==> src/rtl/reg_status_file.sv <==
// Architectural register file with rename status (busy/tag), updated from the CDB.
// Reads are combinational, with a same-cycle bypass when the CDB retires the awaited tag.
module reg_status_file #(
  parameter int REG_NUM = 32,
  parameter int TAG_W   = 4,
  parameter int XLEN    = 32
) (
  input  logic             clk_in,
  input  logic             rst_n_in,
  input  logic             rdy_in,
  input  logic             issue_valid,
  input  logic [4:0]       issue_rd,
  input  logic [TAG_W-1:0] issue_tag,
  input  logic [4:0]       rs1_idx,
  input  logic [4:0]       rs2_idx,
  output logic [XLEN-1:0]  rs1_val,
  output logic [XLEN-1:0]  rs2_val,
  output logic             rs1_busy,
  output logic             rs2_busy,
  output logic [TAG_W-1:0] rs1_tag,
  output logic [TAG_W-1:0] rs2_tag,
  input  logic             cdb_active,
  input  logic [TAG_W-1:0] cdb_tag,
  input  logic [XLEN-1:0]  cdb_val,
  input  logic [31:0]      cdb_addr,
  input  logic             predict_fail,
  output logic [31:0]      commit_cnt,
  output logic [31:0]      last_commit_addr
);

  logic [XLEN-1:0]  r_val  [REG_NUM];
  logic             r_busy [REG_NUM];
  logic [TAG_W-1:0] r_tag  [REG_NUM];

  for (genvar g = 0; g < REG_NUM; g++) begin : g_reg
    if (g == 0) begin : g_zero
      assign r_val[g]  = '0;
      assign r_busy[g] = 1'b0;
      assign r_tag[g]  = '0;
    end else begin : g_entry
      logic w_hit;
      logic w_issue;
      assign w_hit   = cdb_active && r_busy[g] && (r_tag[g] == cdb_tag);
      assign w_issue = issue_valid && (issue_rd == 5'(g));

      // Commit first, then issue overrides busy/tag; flush clears both regardless.
      always_ff @(posedge clk_in or negedge rst_n_in) begin
        if (!rst_n_in) begin
          r_val[g]  <= '0;
          r_busy[g] <= 1'b0;
          r_tag[g]  <= '0;
        end else if (rdy_in) begin
          if (w_hit) begin
            r_val[g]  <= cdb_val;
            r_busy[g] <= 1'b0;
            r_tag[g]  <= '0;
          end
          if (predict_fail) begin
            r_busy[g] <= 1'b0;
            r_tag[g]  <= '0;
          end else if (w_issue) begin
            r_busy[g] <= 1'b1;
            r_tag[g]  <= issue_tag;
          end
        end
      end
    end
  end

  always_ff @(posedge clk_in or negedge rst_n_in) begin
    if (!rst_n_in) begin
      commit_cnt       <= '0;
      last_commit_addr <= '0;
    end else if (rdy_in && cdb_active) begin
      commit_cnt       <= commit_cnt + 32'd1;
      last_commit_addr <= cdb_addr;
    end
  end

  always_comb begin
    rs1_val  = '0;
    rs1_busy = 1'b0;
    rs1_tag  = '0;
    if (rs1_idx != '0) begin
      if (r_busy[rs1_idx] && cdb_active && (cdb_tag == r_tag[rs1_idx])) begin
        rs1_val = cdb_val;
      end else begin
        rs1_val  = r_val[rs1_idx];
        rs1_busy = r_busy[rs1_idx];
        rs1_tag  = r_tag[rs1_idx];
      end
    end
  end

  always_comb begin
    rs2_val  = '0;
    rs2_busy = 1'b0;
    rs2_tag  = '0;
    if (rs2_idx != '0) begin
      if (r_busy[rs2_idx] && cdb_active && (cdb_tag == r_tag[rs2_idx])) begin
        rs2_val = cdb_val;
      end else begin
        rs2_val  = r_val[rs2_idx];
        rs2_busy = r_busy[rs2_idx];
        rs2_tag  = r_tag[rs2_idx];
      end
    end
  end

endmodule

==> config.mk <==
export PLATFORM = sky130hd
export DESIGN_NAME = reg_status_file
export DESIGN_NICKNAME = d
export VERILOG_FILES = /design/src/rtl/reg_status_file.sv
export SDC_FILE = /design/constraint.sdc
export NUM_CORES = 2
export LEC_CHECK = 0
export BUFFER_PORTS_ARGS = -buffer_cell sky130_fd_sc_hd__buf_2
export CAP_MARGIN = 10
export CORE_UTILIZATION = 65
export DETAILED_ROUTE_END_ITERATION = 10
export PLACE_DENSITY = 0.93
export SLEW_MARGIN = 15
export SYNTH_ARGS = -nofsm -noshare
export SYNTH_HDL_FRONTEND = slang
export SYNTH_SLANG_ARGS = --single-unit
==> constraint.sdc <==
create_clock -name clk_in -period 6.8 [get_ports clk_in]
set_input_delay 0.34 -clock clk_in [delete_from_list [all_inputs] [get_ports clk_in]]
set_output_delay 0.34 -clock clk_in [all_outputs]
set_load 0.005 [all_outputs]
==> summary.md <==
| Metric | Value |
|---|---|
| Seq/Total Area, Yosys | `45.9%` |
| GRT Util Overall | `39.7%` |
| Top cell by count, worst path | `buf_4` |
| Synthesized area per cell | `14.9 µm²` |
| Total power | `16.0 mW` |
| Reg-to-reg slack, setup | `3.69 ns` |
| Cell row count | `116` |
| Post-synth top cells | `1211 x dfrtp_1, 1165 x mux2_2, 625 x mux4_2` |
| Final core occ | `72.5%` |
| Slowest CP cell | `a2111oi_4` |
| Max clock buf depth | `3` |
| Hold path depth | `2` |
| R2r startpoint | `r_tag[22]` |
| Num CTS Buffers | `121` |
| Synth cell types | `53` |
| Post-synth ARST share | `100%` |
| Critical path buffers and inverters | `4` |
| Sinks on Clock Net | `1211` |
| Die area | `103000 µm²` |
| TritonCTS clock tree | `built` |
| Clk root buf | `clkbuf_16` |
| Wire per inst | `33.9 µm` |
| Pre-CTS setup slack | `1.72 ns` |
| NumNets Final | `4544` |
| Cell family with most CP delay | `buffers and inverters` |
| Synthesis Warnings | `0` |
| Setup CP Type | `input pin to output pin` |
| Detailed placement HPWL | `109000 µm` |
| Synthesis-stage register bit count | `1211` |
| Slew HR | `22.6%` |
| Post-cts sizing count | `0` |
| Final Wtd Congestion | `0.974` |
| Post-CTS Setup Bufs | `0` |
| Cell Chain, Critical Path | `buf_8 > nor2b_4 > buf_4 > a22oi_1 > nand2_1 > o2bb2ai_1 > xnor2_1 > or4_4 > a2111oi_4 > buf_4 > mux2_2 > buf_2` |
| Starting Density | `65.8%` |
| First-pass GRT wire length | `304000 µm` |
| Die Span X | `321 µm` |
| Worst vdd ir | `258 µV` |
| DR pass1 iterations | `7` |
| Synth area leader | `dfrtp_1` |
| Most numerous cell in the Yosys netlist | `dfrtp_1` |
| Fin worst setup slack | `1.53 ns` |
| CTS Hold Bufs | `33` |
| Crit path required time | `6.46 ns` |
| Hold Path Origin | `cdb_val[9]` |
| Number of synthesized flops with an enable pin | `0` |
| Final min period | `5.27 ns` |
| Total congestion overflow | `0` |
| Worst slew pin tran | `1.16 ns` |
| FF-to-FF path depth | `5` |
| Syn Std Cell Area | `66000 µm²` |
| CP Capture Type | `output pin` |
| Pwr dens | `220 nW/µm²` |
| Core area | `100000 µm²` |
| Setup tns final | `0 ns` |
| Hold EP | `r_val[617]` |
| Final setup vio count | `0` |
| Antenna violations before repair | `8` |
| Largest net degree at the start of global routing | `181` |
| Die height | `321 µm` |
| Post-route DRC | `0` |
| Max_cap viols | `0` |
| Aggregate routed wire length | `201000 µm` |
| Area contributors post-synth | `dfrtp_1 46%, mux4_2 21%, mux2_2 20%` |
| H-tree Lvls | `3` |
| Vias | `45399` |
| Syn nets | `4522` |
| Yosys top cell area share | `45.9%` |
| Cell count along the critical path | `12` |
| Worst Hold Class | `input pin to flop` |
| Top_reg_cell synth | `dfrtp_1` |
| Worst Path Arrival | `4.93 ns` |
| Critical path startpoint category | `input pin` |
| Vias in the first global route | `48382` |
| Fillers | `5596` |
| Endpoints failing hold | `0` |
| Mapped Cells | `4428` |
| Worst hold slack | `0.253 ns` |
| LEAKAGE | `34.4 nW` |
| Worst path max stage delay | `0.91 ns` |
| Antenna-violating nets left | `0` |
| Period utilization | `77.5%` |
| RSZ-0062 raised after global routing | `false` |
| Status | `completed` |
| Area delta synth->final | `10.1%` |
| Worst-path clk slew | `0.07 ns` |
| Via density per instance | `7.67` |
| Clk_lat worst skew | `0.75 ns` |
| Final Max Slew Viols | `0` |
| Layout Skew | `0.0429 ns` |
| Initial detailed-routing violation count | `6137` |
| I/O Buffers | `230` |
| Peak fanout along the critical path | `67` |
| Share of cells above drive strength 1 | `51.4%` |
| Reg-to-reg endpoint | `r_val[165]` |
| F_max | `190 MHz` |
| # IOs | `231` |
[cells in the final DEF (no fill, tap or decap), drive strengths merged, types with 3 or more instances in the layout]
cell type    count
nand2          128
dlygate4sd3     33
nor3            13
buf            304
nand3           63
nor2            98
mux2          1165
a22oi           12
mux4           625
nand4           15
nor4            32
o221ai           3
a211oi           5
inv              8
a21oi           10
and3             4
o31ai           32
nand4b           3
a21o            31
xor2           107
clkinvlp         6
a2111oi          3
a22o           124
xnor2           59
mux2i          111
diode            6
a221oi           8
and4             3
o21ai           67
clkinv          27
nand2b           6
bufinv          17
nor2b           18
clkbuf         177
and2             3
dfrtp         1211
[worst register-to-register path, delay by kind of cell (launching register included)]
family	cells	cell delay, ns
xor gates and xnor gates	1	0.18
and+or+nand+nor	2	1.42
muxes	1	0.36
buffers and inverters	1	0.55
DFF	1	0.45
[power by group]
part / total, mW / internal [mW] / switching (mW)
Clock: 7.33 / 4.33 / 3.00
Combinational: 1.26 / 0.456 / 0.805
Sequential: 7.42 / 7.31 / 0.104
[worst max-delay path by stage]
stage | slack [ns] | from | end
2_1_floorplan | 2.87 | rs1_idx[0] | rs1_val[27]
3_3_place_gp | 1.84 | rs1_idx[2] | rs1_val[14]
3_5_place_dp | 1.72 | rs1_idx[2] | rs1_val[1]
4_1_cts | 1.68 | r_tag[76] | rs1_val[16]
5_1_grt | 1.55 | rs1_idx[2] | rs1_val[16]
6_report | 1.53 | rs1_idx[2] | rs1_val[16]
[cells by family (layout without fill, tap and decap cells)]
kind of cell	after synthesis	count (layout)	synth area share (%)
compound gates	309	309	3.54
flops	1211	1211	45.9
other cells	0	6	0
fa+ha+maj	1	1	0.0190
mux	1901	1901	42.9
xor+xnor	166	166	2.20
buf+inv	445	572	2.62
simple gates	395	395	2.81
[registers in the layout, summed over array words and instances, names as in the netlist]
| register | count |
|---|---|
| r_busy | 31 |
| r_val | 992 |
| last_commit_addr | 32 |
| commit_cnt | 32 |
| r_tag | 124 |
[metrics by stage]
step	instance area [µm²]	cells
final	72700	5918
after global routing	72700	5914
after global placement	68000	5651
after CTS	72700	5912
after floorplan	66000	4428
after detailed placement	68000	5651
[per-layer routing]
layer / routed length [µm] / vias up / GRT usage (%)
met5: 52 / - / 0
li1: - / 17168 / -
met2: 93900 / 3715 / 60.9
met3: 24400 / 1088 / 11.6
met4: 15700 / 8 / 27.6
met1: 66600 / 23420 / 48.9
[cell type report]
| type | instances | area (µm²) | share of cell area [%] |
|---|---|---|---|
| sequential | 1211 | 30300 | 41.7 |
| multi-input combinational | 2772 | 34100 | 46.9 |
| clock inverter | 51 | 762 | 1.05 |
| inverter | 7 | 31.3 | 0.0430 |
| clock buffer | 177 | 3610 | 4.97 |
| timing repair buffer | 337 | 2210 | 3.04 |
| tap | 1357 | 1700 | 2.34 |
| antenna | 6 | 15.0 | 0.0207 |
No activity file was read; power rests on OpenSTA's default activity.
